### src/rtl/multdiv_pkg.sv
// Shared types and constants for the multicycle multiply/divide unit.
package multdiv_pkg;

  typedef enum logic [1:0] {
    IDLE = 2'd0,
    MULT = 2'd1,
    DIV  = 2'd2,
    DONE = 2'd3
  } state_t;

  localparam int WIDTH_DEFAULT = 32;
  localparam int ITER          = WIDTH_DEFAULT;
  localparam int CNT_W         = $clog2(WIDTH_DEFAULT);

endpackage

### src/rtl/sign_fix.sv
// Conditional two's-complement negate: y = neg ? -x : x.
module sign_fix #(
  parameter int WIDTH = 32
) (
  input  logic [WIDTH-1:0] x,
  input  logic             neg,
  output logic [WIDTH-1:0] y
);

  assign y = neg ? (~x + 1'b1) : x;

endmodule

### src/rtl/mult_div_unit.sv
// Multicycle signed multiply (radix-2 Booth) / divide (restoring) unit.
// Optional macro DIV_ZERO_EXC_EN: divide-by-zero short-circuits to DONE and pulses div_zero.
module mult_div_unit
  import multdiv_pkg::*;
#(
  parameter int WIDTH = WIDTH_DEFAULT
) (
  input  logic             clk,
  input  logic             reset_in,
  input  logic             mult_start,
  input  logic             div_start,
  input  logic [WIDTH-1:0] a,
  input  logic [WIDTH-1:0] b,
  output logic             busy,
  output logic             done,
  output logic             div_zero,
  output logic [WIDTH-1:0] hi,
  output logic [WIDTH-1:0] lo
);

  localparam int CW = $clog2(WIDTH);

  state_t           state;
  logic [CW-1:0]    cnt;
  logic [WIDTH:0]   acc;
  logic [WIDTH:0]   opnd;
  logic [WIDTH-1:0] mplier;
  logic             q_m1;
  logic             sign_a;
  logic             sign_q;

  logic [WIDTH-1:0] abs_a, abs_b, rem_fix, quo_fix;
  logic [WIDTH:0]   booth_sum, div_shift, div_diff, acc_next;
  logic [WIDTH-1:0] mplier_next;
  logic             q_next, div_ge;

  sign_fix #(.WIDTH(WIDTH)) u_abs_a (.x(a), .neg(a[WIDTH-1]), .y(abs_a));
  sign_fix #(.WIDTH(WIDTH)) u_abs_b (.x(b), .neg(b[WIDTH-1]), .y(abs_b));
  sign_fix #(.WIDTH(WIDTH)) u_fix_rem (.x(acc_next[WIDTH-1:0]), .neg(sign_a), .y(rem_fix));
  sign_fix #(.WIDTH(WIDTH)) u_fix_quo (.x(mplier_next), .neg(sign_q), .y(quo_fix));

  assign busy = (state != IDLE);

  // acc/mplier hold {acc, mplier, q-1} for Booth, and {remainder, dividend/quotient} for division.
  always_comb begin
    booth_sum = acc;
    case ({mplier[0], q_m1})
      2'b01:   booth_sum = acc + opnd;
      2'b10:   booth_sum = acc - opnd;
      default: booth_sum = acc;
    endcase
    div_shift = {acc[WIDTH-1:0], mplier[WIDTH-1]};
    div_ge    = (div_shift >= opnd);
    div_diff  = div_shift - opnd;
    if (state == MULT) begin
      acc_next    = {booth_sum[WIDTH], booth_sum[WIDTH:1]};
      mplier_next = {booth_sum[0], mplier[WIDTH-1:1]};
      q_next      = mplier[0];
    end else begin
      acc_next    = div_ge ? div_diff : div_shift;
      mplier_next = {mplier[WIDTH-2:0], div_ge};
      q_next      = q_m1;
    end
  end

  always_ff @(posedge clk) begin
    if (reset_in) begin
      state    <= IDLE;
      cnt      <= '0;
      acc      <= '0;
      opnd     <= '0;
      mplier   <= '0;
      q_m1     <= 1'b0;
      sign_a   <= 1'b0;
      sign_q   <= 1'b0;
      hi       <= '0;
      lo       <= '0;
      done     <= 1'b0;
      div_zero <= 1'b0;
    end else begin
      done     <= 1'b0;
      div_zero <= 1'b0;
      case (state)
        IDLE: begin
          if (mult_start) begin
            state  <= MULT;
            cnt    <= '0;
            acc    <= '0;
            opnd   <= {a[WIDTH-1], a};
            mplier <= b;
            q_m1   <= 1'b0;
          end else if (div_start) begin
`ifdef DIV_ZERO_EXC_EN
            if (b == '0) begin
              state    <= DONE;
              done     <= 1'b1;
              div_zero <= 1'b1;
            end else begin
`else
            begin
`endif
              state  <= DIV;
              cnt    <= '0;
              acc    <= '0;
              opnd   <= {1'b0, abs_b};
              mplier <= abs_a;
              sign_a <= a[WIDTH-1];
              sign_q <= a[WIDTH-1] ^ b[WIDTH-1];
            end
          end
        end
        MULT, DIV: begin
          acc    <= acc_next;
          mplier <= mplier_next;
          q_m1   <= q_next;
          cnt    <= cnt + 1'b1;
          // Results land only on the final iteration so hi/lo never show partial values.
          if (cnt == CW'(WIDTH - 1)) begin
            state <= DONE;
            done  <= 1'b1;
            if (state == MULT) begin
              hi <= acc_next[WIDTH-1:0];
              lo <= mplier_next;
            end else begin
              hi <= rem_fix;
              lo <= quo_fix;
            end
          end
        end
        DONE:    state <= IDLE;
        default: state <= IDLE;
      endcase
    end
  end

endmodule

### config.mk
export PLATFORM = sky130hd
export DESIGN_NAME = mult_div_unit
export DESIGN_NICKNAME = d
export VERILOG_FILES = /design/src/rtl/multdiv_pkg.sv /design/src/rtl/sign_fix.sv /design/src/rtl/mult_div_unit.sv
export SDC_FILE = /design/constraint.sdc
export NUM_CORES = 1
export LEC_CHECK = 0
export ABC_CLOCK_PERIOD_IN_PS = 8700
export CORE_UTILIZATION = 47
export DETAILED_ROUTE_END_ITERATION = 12
export GPL_TIMING_DRIVEN = 0
export PLACE_DENSITY_LB_ADDON = 0.1
export SLEW_MARGIN = 20
export SYNTH_ARGS = -nofsm -noshare
export SYNTH_HDL_FRONTEND = slang
export SYNTH_SLANG_ARGS = --single-unit
### constraint.sdc
create_clock -name clk -period 8.7 [get_ports clk]
set_input_delay 2.175 -clock clk [delete_from_list [all_inputs] [get_ports clk]]
set_output_delay 2.175 -clock clk [all_outputs]
set_load 0.03 [all_outputs]
### After elaboration in Yosys (flattened, before gate mapping)

Index checks and enable logic that the tools add are counted.

| storage, ports and cells | value |
|---|---|
| register bits after elaboration | 173 |
| output and inout bits | 67 |

| operators by class | value |
|---|---|
| order comparisons | 1 |
| multiplexer cells | 29 |
| bitwise logic cells | 7 |
| eq/ne operators | 10 |
| reductions and logical operators | 12 |
| add/subtract/negate cells | 8 |

Operators by type and width:

| kind | count |
|---|---|
| $mux 32 | 9 |
| $mux 33 | 6 |
| $pmux 33 s2 | 2 |
| $add 32x1->32 const B | 4 |
| $not 32->32 | 4 |
| $sub 33x33->33 | 2 |
| $pmux 32 s2 | 1 |
| $add 33x33->33 | 1 |
| $ge 33x33->1 | 1 |
| $mux 5 | 2 |
| $pmux 5 s2 | 1 |
| $reduce_and 2->1 | 4 |
| $eq 2x2->1 const B | 3 |
| $mux 2 | 3 |
| $ne 2x2->1 const B | 3 |
| $pmux 2 s3 | 1 |
| $reduce_and 3->1 | 2 |
| $reduce_bool 2->1 | 3 |
| $add 5x1->5 const B | 1 |
| $eq 5x5->1 const B | 1 |
| $eq 2x1->1 const B | 2 |
| $reduce_or 2->1 | 2 |
| $mux 1 | 3 |
| $ne 3x3->1 const B | 1 |
| 4 further kinds | 5 |

### Logic depth before layout (Yosys ltp)

Gate-level depths: netlist of run 1.

| depth | value |
|---|---|
| depth in word-level cells | 7 |
| depth in mapped cells | 22 |
| depth with buffers taken out | 21 |

### By module

Synthesis of run 1 repeated with hierarchy kept, for this count alone.

| unflattened totals | value |
|---|---|
| cell total of the unflattened synthesis | 2143 |
| area, all modules | 16156.7 um^2 |

Modules (own cells, without submodules):

| module | sequential area each (um^2) | times used | area each (um^2) | cells each |
|---|---|---|---|---|
| mult_div_unit | 3463.3 | 1 | 13048.8 | 1747 |
| sign_fix | 0.0 | 4 | 777.0 | 99 |

### Worst setup path before layout of run 1

OpenSTA, ideal clock, no wires.

| timing | value |
|---|---|
| path type | flip-flop to flip-flop |
| start point | register opnd[2] |
| end point | register hi[30] |
| setup time | 0.117 ns |
| buffers on the path | 1 |
| clock period less this slack | 5.029 ns |
| cell stages (with the launch flop) | 22 |
| path slack | 3.671 ns |
| data arrival time | 4.912 ns |
| cells stage by stage | dfxtp_1 nor3_1 nand2_1 nor3_1 and3_1 and2_1 a41oi_1 xnor2_1 ha_1 clkbuf_1 nand2_1 o21ai_1 or3_1 or3_4 mux2_1 o21ai_2 a221oi_2 nor4_4 o2111ai_1 or2_1 or4_1 a32o_1 |

| on the way | value |
|---|---|
| longest elaborated chain between the ends | 7 |
| elaborated cells on any way between the ends | 11 |
| those cells by class | 4 x add/sub; 1 x order compare; 5 x mux; 1 x bitwise |

Ends and longest elaborated chain:

| item | line | text |
|---|---|---|
| start, declared | mult_div_unit.sv:26 | `logic [WIDTH:0] opnd;` |
| start signal, assigned | mult_div_unit.sv:89 | `opnd <= {a[WIDTH-1], a};` |
| start signal, assigned | mult_div_unit.sv:105 | `opnd <= {1'b0, abs_b};` |
| $sub 33x33->33 (tied with other cells) | mult_div_unit.sv:49 | `2'b10: booth_sum = acc - opnd;` |
| $pmux 33 s2 / $mux 33 (equally long branches) | mult_div_unit.sv:47, mult_div_unit.sv:60 |  |
| $mux 33 (*) | mult_div_unit.sv:55 | `if (state == MULT) begin` |
| $not 32->32 | sign_fix.sv:10 | `assign y = neg ? (~x + 1'b1) : x;` |
| $add 32x1->32 | sign_fix.sv:10 |  |
| $mux 32 | sign_fix.sv:10 |  |
| $mux 32 (*) | mult_div_unit.sv:121 | `if (state == MULT) begin` |
| end signal, assigned | mult_div_unit.sv:122 | `hi <= acc_next[WIDTH-1:0];` |
| end signal, assigned | mult_div_unit.sv:125 | `hi <= rem_fix;` |
| end, declared | mult_div_unit.sv:17 | `output logic [WIDTH-1:0] hi,` |

Mark *: on every way between the ends. The rest lies on a longest branch, timed or not.
A chain may end at the register's enable or synchronous reset.

### Worst setup path after layout of run 1

| timing | value |
|---|---|
| start point | register state[1] |
| end point | register hi[19] |

| on the way | value |
|---|---|
| longest elaborated chain between the ends | 6 |
| elaborated cells on any way between the ends | 9 |
| those cells by class | 1 x add/sub; 2 x eq/ne; 3 x mux; 1 x bitwise; 2 x reduce/logical |

Ends and longest elaborated chain:

| item | line | text |
|---|---|---|
| start, declared | mult_div_unit.sv:23 | `state_t state;` |
| start signal, assigned | mult_div_unit.sv:68 | `state <= IDLE;` |
| start signal, assigned | mult_div_unit.sv:86 | `state <= MULT;` |
| start signal, assigned | mult_div_unit.sv:102 | `state <= DIV;` |
| $eq 2x1->1 | mult_div_unit.sv:55, mult_div_unit.sv:83, mult_div_unit.sv:121 |  |
| $mux 33 | mult_div_unit.sv:55 |  |
| $not 32->32 | sign_fix.sv:10 |  |
| $add 32x1->32 | sign_fix.sv:10 |  |
| $mux 32 | sign_fix.sv:10 |  |
| $mux 32 | mult_div_unit.sv:121 |  |

Several ways; a longest one is shown, not always the timed one.

==> results of run 1 <==
[layout make-up]
type	count	area, sq um
Sequential cell	173	3460
Tap cell	448	561
Multi-Input combinational cell	1862	12000
Fill cell	3404	15100
Clock inverter	14	173
Inverter	67	251
Clock buffer	18	429
Timing Repair Buffer	132	1320
Buffer	154	638
[per-stage QoR]
stage          utilization [%]  setup slack [ns]  hold WS [ns]  std cells
3_5_place_dp              53.7              2.22         0.441       2836
2_1_floorplan                -              3.67         0.436       2256
5_1_grt                   55.5              1.90         0.470       2868
6_report                  55.5              1.84         0.446       2868
3_3_place_gp              53.7              2.24         0.428       2835
4_1_cts                   55.5              2.20         0.451       2868
[cells in the mapped netlist, drive strengths merged, types with 5 or more instances]
master,n
a311oi,11
a21o,17
nor2b,18
a2111oi,5
and4,6
o21ai,126
a32oi,5
o311ai,10
nand4,34
clkbuf,105
o31a,6
a221oi,22
nor4,16
inv,66
a41oi,9
mux2i,51
o22ai,15
dfxtp,173
o311a,13
a21boi,7
xor2,69
nand2,245
o31ai,37
and3,22
a31oi,30
buf,49
nand2b,23
o211a,12
o21a,20
or4,20
mux2,22
nor2,276
a22oi,26
ha,77
o21bai,9
o211ai,43
a211oi,31
a21oi,216
and2,13
o41ai,14
nor3,65
or3,20
xnor2,105
nand3,46
[where the power goes]
part           internal (uW)  leakage [uW]  switching [uW]  total (uW)
clock                    410      0.000289             393         803
sequential               941       0.00141             216        1160
combinational           2170       0.00526            4450        6620
[flip-flops by register name (all words and copies together), names as in the netlist]
register	count
lo	32
hi	32
cnt	5
acc	33
mplier	32
q_m1	1
opnd	33
sign_a	1
done	1
sign_q	1
state	2
[cell families after synthesis]
family,after synthesis
other,1
adder cells (fa/ha/maj),79
AND/OR/NAND/NOR,823
AO/OA/AOI/OAI,712
flip-flops,173
multiplexers,73
buffers and inverters,221
XOR/XNOR,174
[how the worst min path moves through the flow]
stage / cells past startpoint / end
6_report: 2 / hi[23]$_SDFFE_PP0P_
5_1_grt: 2 / hi[11]$_SDFFE_PP0P_
4_1_cts: 2 / hi[11]$_SDFFE_PP0P_
3_5_place_dp: 2 / hi[11]$_SDFFE_PP0P_
3_3_place_gp: 2 / hi[23]$_SDFFE_PP0P_
2_1_floorplan: 2 / cnt[4]$_SDFFE_PP0P_
[critical path, stage by stage (launching register included)]
cell	delay (ns)
dfxtp_1	0.34
inv_1	0.08
ha_1	0.22
clkbuf_1	0.58
clkbuf_1	0.75
clkbuf_1	0.81
buf_1	0.81
clkbuf_1	0.71
buf_2	0.46
clkbuf_1	0.63
buf_1	0.54
o311ai_0	0.44
a32o_1	0.35
[per-layer routing]
metal	track usage, %	up-vias	share of wire, %	routed length (um)
li1	-	8550	-	-
met1	46.8	8957	39	27400
met2	63.5	878	45	32000
met3	5.70	256	7.5	5270
met4	29.7	0	8.5	5980
met5	0	-	0	0
==> impl_metrics.toml, run 1 <==
[yosys]
synth-edff-count = 0
synthTopCellsByArea = "dfxtp_1, a21oi_1, nor2_1"
synth_compound_area_share_pct = 29.3
synth_top_area_share_pct = 21.2
yosysSeqAreaShare_pct = 21.2
synthMuxAreaShare_pct = 4.65
ys_ff_latch = 173
synth_xor_area_share_pct = 9.34
synth_fa_ha_area_share_pct = 6.15
syn_nets = 2403
synth_top_family_by_area = "compound AO/OA/AOI/OAI gates"
synthesis.area_per_instance_sq_um = 7.23
synth_cell_types = 103
ys_async_sr_fraction_pct = 0
netlist_area_sq_mm = 0.0163
yosys.area_share.simple_pct = 23.9
ys.flop_type = "dfxtp_1"
yosys.area.top_type = "dfxtp_1"
ys_warn_count = 0
synthCells = 2256

[setup_path]
rrSetupSlack_ns = 1.84
crit_required_ns = 9.06
cp_max_fo = 10
r2r_end = "hi[19]$_SDFFE_PP0P_"
endpoint = "hi[19]$_SDFFE_PP0P_"
start_kind = "flop"
rr_worst_depth = 12
endpoint_kind = "flop"
crit_path_start = "state[1]$_SDFFE_PP0P_"
cp.arrival_ns = 7.23
r2r_start = "state[1]$_SDFFE_PP0P_"
path_class = "reg -> reg"

[cts]
clockBufferDepth = 2
cts_tree = "done"
clkLatencyLatePin_ns = 0.47
htree_num_levels = 4
cts_buffers = 17
cts_resized = 0
postCtsHoldBufs = 0
cts-root-buf = "clkbuf_16"
cts.sinks = 173
postCtsSetupBuffers = 0
cts.clk_slew.worst_paths_ns = 0.07

[finish]
layout_common_cells = "nor2_1, nand2_1, a21oi_1"
final_common_cell = "nor2_1"
final_net_count = 2554
drive_gt1_share_pct = 5.08
antennaDiodeCount = 0
design_area_sq_mm = 0.0188
syn2layout_area_growth_pct = 15.2

[grt]
grt_pass1_wl_um = 105000
grt_use_total_pct = 39.1
grt_start_max_net_pins = 19
grt_pass1_vias = 17700
antenna_found_initial = 2
overflow = 0

[die]
ios = 135
row_count = 67
die_y_um = 188
start_util_pct = 48.2
core_region_area_sq_mm = 0.0339
die_w_um = 188
dieArea_sq_mm = 0.0355

[sta]
fmax_mhz = 146
rsz0062_at_grt = "false"
period_minus_slack_ns = 6.86
setup_viol = 0
finalSetupTns_ns = 0
max_slew_margin_pct = 28.9
worst_pin_slew_ns = 1.06
skew_ns = 0.0147
finalMaxSlewViolations = 0
hold_viol_final = 0
post-route-period-util_pct = 78.9

[routing]
drcViolationCount = 0
wl_per_cell_um = 24.6
vias_per_cell = 6.50
drt-initial-drc-count = 1974
dr.pass1.iters = 6
ant_nets = 0
via_count = 18600
routed_wl_um = 70700

[pwr]
leakage_uw = 0.00696
pwr_density_cell_mw_per_mm2 = 456
power_uw = 8580
ir_worst_vdd_v = 0.000284

[place]
routabilityCongestion = 1.02
numPortBuffers = 131
place_hpwl_um = 56700
placed_area_sq_mm = 0.0182

[run_status]
status = "complete, no violations"

[hold_path]
min_path_type = "reg -> reg"
hp-start = "hi[23]$_SDFFE_PP0P_"

[flow_run]
maxCapViolations = 0
(Power assumes the default switching activity.)
==> inputs of run 2 (changes only) <==
- ABC_CLOCK_PERIOD_IN_PS: 8700 -> 6810
- clock period: 8.7 -> 6.81 ns (I/O delays scaled with it)
==> results of run 2 <==
Same layout as run 1 (identical final DEF). Status: finished, violations left: negative setup slack.
Among the figures that moved: setup slack after placement 2.22 ns -> 0.327 ns; setup slack after layout 1.84 ns -> -0.0546 ns; setup TNS 0 ns -> -0.0546 ns; number of setup violations in the final report 0 -> 1; register-to-register setup slack 1.84 ns -> -0.05 ns; total power 8580 uW -> 11000 uW; worst IR drop on VDD 0.000284 V -> 0.000363 V
==> inputs of run 3 (changes only) <==
- RECOVER_POWER: unset -> 25
==> run 3 against run 2 <==
  * The flow still finishes with violations (negative setup slack)
  * Combinational power about the same
  * Critical path type unchanged
  * Flip-flop and latch count unchanged
  * Clock skew is essentially flat
  * Sequential share of layout area unchanged
  * Largest cell class unchanged
  * Maximum frequency decreased by 0.11%
  * Routed wire length about the same
==> impl_metrics.toml, run 3 (same netlist as run 1, synthesis figures left out) <==
[run_status]
status = "finished, violations left"
violations = "negative setup slack"

[routing]
wl_per_cell_um = 24.6
wl_met3_um = 5440
met2_length_um = 32000
drt-initial-drc-count = 1966
drcViolationCount = 0
routed_wl_um = 70700
drt-met1-wl_um = 27300
maxUsedRoutingLayer = "met4"
via_count = 18600
vias_per_cell = 6.50
dr.pass1.iters = 6
ant_nets = 0

[cts]
htree_num_levels = 4
cts.sinks = 173
cts_resized = 0
clkLatencyLatePin_ns = 0.47
postCtsSetupBuffers = 0
cts_buffers = 17
postCtsHoldBufs = 0
cts.clk_slew.worst_paths_ns = 0.07
cts_tree = "done"
cts-root-buf = "clkbuf_16"
clockBufferDepth = 2

[setup_path]
path_class = "reg -> reg"
start_kind = "flop"
cp_common_cell = "clkbuf_1"
slowest_delay_ns = 0.82
cp_max_fo = 10
cp_cell_sequence = "inv_1 > ha_1 > clkbuf_1 > clkbuf_1 > clkbuf_1 > buf_1 > clkbuf_1 > buf_2 > clkbuf_1 > buf_1 > o311ai_0 > a32o_1"
endpoint_kind = "flop"
cp.arrival_ns = 7.24
crit_required_ns = 7.17
slowest_stage = "clkbuf_1"

[die]
ios = 135
die_w_um = 188
start_util_pct = 48.2
row_count = 67
core_region_area_sq_mm = 0.0339
die_y_um = 188
dieArea_sq_mm = 0.0355

[pwr]
seq_power_share_pct = 13.5
p_clk_share_pct = 9.4
p_sw_share_pct = 58.9
pwr_density_cell_mw_per_mm2 = 583
combPwrFrac_pct = 77.1
ir_worst_vdd_v = 0.000360
p_switching_uw = 6450
leakage_uw = 0.00717
internal-power_uw = 4500
power_uw = 11000

[finish]
design_area_sq_mm = 0.0188
final_common_cell = "nor2_1"
syn2layout_area_growth_pct = 15.2
drive_gt1_share_pct = 5.08
multiInputGateArea_sq_mm = 0.0120
seqCellArea_sq_mm = 0.00346
layout_common_cells = "nor2_1, nand2_1, a21oi_1"
fillers = 3404
final_net_count = 2554
antennaDiodeCount = 0
reg_top3 = "acc x33, opnd x33"
finalNonFillerCells = 2868

[grt]
grt_pass1_vias = 17700
antenna_found_initial = 2
grt_pass1_wl_um = 105000
overflow = 0
grt_start_max_net_pins = 19
grt_use_total_pct = 39.1

[place]
routabilityCongestion = 1.02
dp.cells = 2836
pre_cts_slack_ns = 0.327
numPortBuffers = 131
place_hpwl_um = 56700
placed_area_sq_mm = 0.0182

[sta]
finalMaxSlewViolations = 0
rsz0062_at_grt = "false"
finalWorstSetupSlack_ns = -0.0622
post-route-period-util_pct = 101
setup_viol = 1
finalSetupTns_ns = -0.0622
fmax_mhz = 146
period_minus_slack_ns = 6.87
max_slew_margin_pct = 29.3
hold_viol_final = 0
skew_ns = 0.0145
worst_pin_slew_ns = 1.05

[flow_run]
maxCapViolations = 0

[hold_path]
min_path_type = "reg -> reg"
[run 3: changes by cell type in the layout (fill, tap and decap cells not counted)]
cell and change:
clkdlybuf4s50_1 -58, dlygate4sd3_1 +58
[run 3: area by class of cell]
type | instances | area share, %
clock buffer | 18 | 2.28
inverter | 67 | 1.34
timing repair buffer | 132 | 7.00
tap | 448 | 2.98
buffer | 154 | 3.39
clock inverter | 14 | 0.918
multi-input combinational | 1862 | 63.7
sequential | 173 | 18.4
[run 3: path summary, 6_finish.rpt]
check,cells past startpoint,start,slack (ns),to
max,12,state[1]$_SDFFE_PP0P_,-0.06,hi[19]$_SDFFE_PP0P_
min,2,hi[11]$_SDFFE_PP0P_,0.44,hi[11]$_SDFFE_PP0P_
max reg2reg,12,state[1]$_SDFFE_PP0P_,-0.06,hi[19]$_SDFFE_PP0P_
min reg2reg,2,hi[11]$_SDFFE_PP0P_,0.44,hi[11]$_SDFFE_PP0P_
[run 3: per-layer routing]
metal / vias to the layer above / track usage, %
met5: - / 0
met4: 0 / 29.7
met3: 251 / 5.70
met2: 907 / 63.5
met1: 8920 / 46.8
li1: 8553 / -
[run 3: critical path, delay by kind of cell, from the launching register on]
kind / cells / cell delay, ns
AOI/OAI and AO/OA: 2 / 0.78
DFF: 1 / 0.34
buffers and inverters: 9 / 5.38
adders and majority gates: 1 / 0.22
[run 3: metrics by stage]
step           utilization, %  hold WS [ns]
3_3_place_gp             53.7         0.428
6_report                 55.5         0.442
4_1_cts                  55.5         0.451
5_1_grt                  55.5         0.468
2_1_floorplan               -         0.436
3_5_place_dp             53.7         0.441
[run 3: power groups by stage]
stage | Sequential, uW | Clock (uW) | Combinational, uW
CTS | 1460 | 1030 | 8190
floorplan | 1370 | 0 | 5790
detailed placement | 1490 | 0 | 8150
finish | 1480 | 1030 | 8450
global placement | 1480 | 0 | 8050
global route | 1490 | 1070 | 9020
